==> config.mk <==
export PLATFORM = sky130hd
export DESIGN_NAME = debug_readout_ctrl
export DESIGN_NICKNAME = d
export VERILOG_FILES = /design/src/rtl/debug_pkg.sv /design/src/rtl/debug_readout_ctrl.sv
export SDC_FILE = /design/constraint.sdc
export NUM_CORES = 1
export LEC_CHECK = 0
export CAP_MARGIN = 40
export CORE_ASPECT_RATIO = 2
export CORE_UTILIZATION = 35
export DETAILED_ROUTE_END_ITERATION = 7
export PLACE_DENSITY = 0.66
export SYNTH_ARGS = -nofsm -noshare
export SYNTH_HDL_FRONTEND = slang
export SYNTH_SLANG_ARGS = --single-unit
==> constraint.sdc <==
create_clock -name i_clock -period 2.2 [get_ports i_clock]
set_clock_uncertainty 0.15 [all_clocks]
set_input_delay 0.55 -clock i_clock [delete_from_list [all_inputs] [get_ports i_clock]]
set_output_delay 0.55 -clock i_clock [all_outputs]
set_load 0.01 [all_outputs]
==> src/rtl/debug_pkg.sv <==
// rtl/debug_pkg.sv - shared control codes, states and dump geometry for the MIPS debug database
package debug_pkg;

    localparam logic [2:0] CTRL_CLEAR      = 3'd0;
    localparam logic [2:0] CTRL_CAPTURE    = 3'd1;
    localparam logic [2:0] CTRL_SEL_PC     = 3'd2;
    localparam logic [2:0] CTRL_SEL_PC4    = 3'd4;
    localparam logic [2:0] CTRL_SEL_INSTR  = 3'd5;
    localparam logic [2:0] CTRL_SEL_CICLOS = 3'd6;

    localparam int NUM_DUMP_WORDS = 4;
    localparam int BYTES_PER_WORD = 4;

    typedef enum logic [2:0] {
        ST_IDLE,
        ST_CLEAR,
        ST_SELECT,
        ST_LATCH,
        ST_WAIT_TX,
        ST_DONE
    } state_t;

    // Dump order: PC, PC+4, instruction, cycle counter
    function automatic logic [2:0] word_ctrl(input logic [1:0] idx);
        case (idx)
            2'd0:    return CTRL_SEL_PC;
            2'd1:    return CTRL_SEL_PC4;
            2'd2:    return CTRL_SEL_INSTR;
            default: return CTRL_SEL_CICLOS;
        endcase
    endfunction

endpackage

==> src/rtl/debug_readout_ctrl.sv <==
// rtl/debug_readout_ctrl.sv - freezes the debug database and streams its words MSB-first to the UART
module debug_readout_ctrl
    import debug_pkg::*;
#(
    parameter int LONGITUD_INSTRUCCION = 32,
    parameter int CANT_BITS_CONTROL    = 3,
    parameter int UART_DATA_BITS       = 8
) (
    input  logic                            i_clock,
    input  logic                            i_soft_reset,
    input  logic                            i_start,
    input  logic                            i_clear,
    input  logic [LONGITUD_INSTRUCCION-1:0] i_dato,
    input  logic                            i_tx_done,
    output logic [CANT_BITS_CONTROL-1:0]    o_control,
    output logic                            o_tx_start,
    output logic [UART_DATA_BITS-1:0]       o_tx_data,
    output logic                            o_busy,
    output logic                            o_done
);

    localparam logic [1:0] LAST_WORD = 2'(NUM_DUMP_WORDS - 1);
    localparam logic [1:0] LAST_BYTE = 2'(BYTES_PER_WORD - 1);

    state_t                          state, state_nxt;
    logic [1:0]                      word_idx, word_idx_nxt;
    logic [1:0]                      byte_cnt, byte_cnt_nxt;
    logic [LONGITUD_INSTRUCCION-1:0] shift_reg, shift_nxt, shifted;
    logic [CANT_BITS_CONTROL-1:0]    control_nxt;
    logic                            tx_start_nxt, busy_nxt, done_nxt;
    logic [UART_DATA_BITS-1:0]       tx_data_nxt;

    assign shifted = shift_reg << UART_DATA_BITS;

    always_ff @(posedge i_clock or negedge i_soft_reset) begin
        if (!i_soft_reset) begin
            state      <= ST_IDLE;
            word_idx   <= 2'd0;
            byte_cnt   <= 2'd0;
            shift_reg  <= '0;
            o_control  <= CANT_BITS_CONTROL'(CTRL_CAPTURE);
            o_tx_start <= 1'b0;
            o_tx_data  <= '0;
            o_busy     <= 1'b0;
            o_done     <= 1'b0;
        end else begin
            state      <= state_nxt;
            word_idx   <= word_idx_nxt;
            byte_cnt   <= byte_cnt_nxt;
            shift_reg  <= shift_nxt;
            o_control  <= control_nxt;
            o_tx_start <= tx_start_nxt;
            o_tx_data  <= tx_data_nxt;
            o_busy     <= busy_nxt;
            o_done     <= done_nxt;
        end
    end

    always_comb begin
        state_nxt    = state;
        word_idx_nxt = word_idx;
        byte_cnt_nxt = byte_cnt;
        shift_nxt    = shift_reg;
        tx_start_nxt = 1'b0;
        tx_data_nxt  = o_tx_data;
        done_nxt     = 1'b0;

        case (state)
            ST_IDLE: begin
                if (i_start) begin
                    state_nxt    = ST_SELECT;
                    word_idx_nxt = 2'd0;
                end else if (i_clear) begin
                    state_nxt = ST_CLEAR;
                end
            end
            ST_CLEAR:  state_nxt = ST_IDLE;
            ST_SELECT: state_nxt = ST_LATCH;
            ST_LATCH: begin
                shift_nxt    = i_dato;
                byte_cnt_nxt = 2'd0;
                tx_start_nxt = 1'b1;
                tx_data_nxt  = i_dato[LONGITUD_INSTRUCCION-1 -: UART_DATA_BITS];
                state_nxt    = ST_WAIT_TX;
            end
            ST_WAIT_TX: begin
                // A done coinciding with our own start pulse belongs to the previous byte
                if (i_tx_done && !o_tx_start) begin
                    if (byte_cnt != LAST_BYTE) begin
                        shift_nxt    = shifted;
                        byte_cnt_nxt = byte_cnt + 2'd1;
                        tx_start_nxt = 1'b1;
                        tx_data_nxt  = shifted[LONGITUD_INSTRUCCION-1 -: UART_DATA_BITS];
                    end else if (word_idx != LAST_WORD) begin
                        word_idx_nxt = word_idx + 2'd1;
                        state_nxt    = ST_SELECT;
                    end else begin
                        done_nxt  = 1'b1;
                        state_nxt = ST_DONE;
                    end
                end
            end
            ST_DONE:  state_nxt = ST_IDLE;
            default:  state_nxt = ST_IDLE;
        endcase

        // Outputs are registered, so the control code is derived from the state being entered
        case (state_nxt)
            ST_IDLE:  control_nxt = CANT_BITS_CONTROL'(CTRL_CAPTURE);
            ST_CLEAR: control_nxt = CANT_BITS_CONTROL'(CTRL_CLEAR);
            default:  control_nxt = CANT_BITS_CONTROL'(word_ctrl(word_idx_nxt));
        endcase
        busy_nxt = (state_nxt != ST_IDLE);
    end

endmodule

==> reports/qor.csv <==
metric,value,unit
largest_reg_flops,24,
crit_start,byte_cnt[0],
fp.dieArea,6290,um2
wire_per_inst,15.6,um
synth_nets,222,
grt_pass1_vias,1714,
portBuffers,50,
critical_path.cell_chain,ha_1 -> or3b_2 -> or2_1 -> buf_4 -> o221a_2,
cp.arrival,2.08,ns
vias_per_cell,5.25,
ir_worst_vdd,0.000837,V
place_area,2740,um2
ios,51,
clock.fmax,484,MHz
synth_ff_type,dfrtp_1,
hold_path_depth,1,
synth_area,2090,um2
antenna_left,0,
maxSlewHeadroom,78.4,%
grt_first_pass_wirelength,8.13,mm
hold_path_class,register to register,
cts_htree_levels,2,
synth_cell_types,39,
fin_area,2910,um2
cpPeakStageDelay,0.46,ns
area_growth,39.3,%
grt.met2_usage,30.0,%
synth-seq-cells,45,
grt_util_met1,18.6,%
tns,0,ns
yosys_warnings,0,
syn_avg_cell_area,11.5,um2
regArea,1130,um2
nets,285,
power_density,1170,nW/um2
status,"complete, no violations",
clk_pin_slew,0.06,ns
leakage,1.15,nW
cts_tree,yes,
finalSetupViolations,0,
antenna_found_initial,0,
drt-pass1-iter-count,4,
dpl.hpwl,3.58,mm
std_cell_rows,39,
start_util,36.6,%
gp_congestion,0.830,
wirelength,4.79,mm
crit_path_max_fanout,10,
clk_path_buf_depth,2,
hold_viol,0,
vias,1612,
synth_top_area_share,52.8,%
period_needed,2.07,ns
slowest_stage,or3b_2,
finalCritPeriodShare,93.9,%
required,2.21,ns
synth_top_area_cell,dfrtp_1,
drv_slew,0,
endpoint_kind,register,
layout-drive-gt1-share,15.9,%
die_h,111,um
die_x,56.6,um
rsz0062_at_grt,no,
synth.yosys.seq_area_share,54.0,%
drt_iter0_drc,53,
grt_max_degree,33,
fillCellCount,536,
cp-start-kind,register,
post_cts_buffers,0,
track_usage,16.3,%
synthTopCellsByArea,"dfrtp_1 53%, o221a_1 9.7%, nand2b_1 7.5%",
numCtsBuffers,5,
hp-start,byte_cnt[0],
diodes,0,
met3_usage,2.57,%
yosys.cell_count.top_type,dfrtp_1,
cts.sinks,45,
grt_overflow_total,0,
clk-insertion-delay-late,0.27,ns
async_reset_ff_share,100,%
synth_edf_count,0,
core_region_area,5710,um2
multi_input_comb_area,893,um2
timing.rr.start,byte_cnt[0],
worst_pin_slew,0.324,ns
root_buffer,clkbuf_16,
worstSetupPathType,register to register,
busiest_layer,met2,
yosys-top-cells-count,"44 x dfrtp_1, 25 x nand2b_1, 19 x nand2_1",
drc_errors,0,
max-cap-violations,0,
r2r_cells,5,
synthCells,182,
==> layer usage <==
| metal | up-vias | routed length, um |
|---|---|---|
| met2 | 27 | 2660 |
| li1 | 797 | - |
| met3 | 2 | 135 |
| met5 | - | 0 |
| met4 | 0 | 35 |
| met1 | 786 | 1960 |
==> cells by family (layout without fill, tap and decap cells) <==
logic type,Yosys count,after routing,share of synthesized area (%)
and+or+nand+nor,66,66,18.0
AOI/OAI and AO/OA,53,53,21.8
DFF,45,45,54.0
buffers and inverters,14,78,3.90
adders and majority gates,3,3,1.80
muxes,1,1,0.480
==> critical path: cells and delay by family, from the launching register on <==
kind,cells,cell delay [ns]
AND/OR/NAND/NOR,2,0.71
flip-flops,1,0.39
AO/OA/AOI/OAI,1,0.27
adder cells (fa/ha/maj),1,0.24
buffers and inverters,1,0.18
==> worst paths after layout <==
kind                            endpoint  slack, ns
max                        shift_reg[18]       0.13
min                          byte_cnt[0]       0.34
max reg2reg                shift_reg[18]       0.13
min reg2reg                  byte_cnt[0]       0.34
max in group asynchronous  shift_reg[20]       0.88
min in group asynchronous         o_busy       0.54
==> power breakdown <==
| part | switching, mW | leakage, nW | internal (mW) |
|---|---|---|---|
| clock | 0.285 | 0.0706 | 0.417 |
| combinational | 0.558 | 0.552 | 0.742 |
| sequential | 0.208 | 0.531 | 1.19 |
==> timing repair <==
item,CTS,global route
gates resized for setup,6,0
endpoints found under the hold margin,9,0
endpoints found under the setup margin,21,0
hold buffers,1,0
==> cells in the final DEF (no fill, tap or decap), types with 2 or more instances in the layout <==
cell / synthesis / routed
dfrtp_1: 44 / 44
buf_12: 0 / 2
o21ai_0: 11 / 11
dlygate4sd2_1: 0 / 2
nor3_1: 2 / 2
nor2_1: 3 / 3
clkinv_2: 0 / 2
ha_1: 3 / 2
o221a_1: 18 / 18
nand2b_1: 25 / 25
a211oi_1: 2 / 2
o21bai_1: 3 / 3
and2_1: 2 / 2
nand3b_1: 3 / 3
or3b_4: 1 / 2
clkdlybuf4s50_1: 0 / 47
a21oi_1: 5 / 5
o221a_2: 6 / 6
and3b_1: 3 / 3
buf_4: 1 / 15
clkbuf_16: 0 / 5
nand2_1: 19 / 19
==> stage by stage <==
stage | utilization [%] | hold WS, ns | worst slack [ns] | cells | power (mW)
CTS | 50.9 | 0.341 | 0.129 | 307 | 3.44
detailed placement | 48.0 | 0.292 | -0.454 | 298 | 2.72
floorplan | - | 0.104 | 0.0642 | 182 | 2.14
global route | 50.9 | 0.354 | 0.0455 | 307 | 3.62
finish | 50.9 | 0.336 | 0.134 | 307 | 3.40
global placement | 48.0 | 0.286 | -0.423 | 298 | 2.68
==> final cells by class <==
type / count / area share, %
flip-flops and latches: 45 / 38.8
multi-input cells: 123 / 30.7
repair buffers: 69 / 22.9
clock buffers: 6 / 4.43
well taps: 61 / 2.63
clock inverters: 2 / 0.344
inverters: 1 / 0.129
No activity file was read; power rests on OpenSTA's default activity.
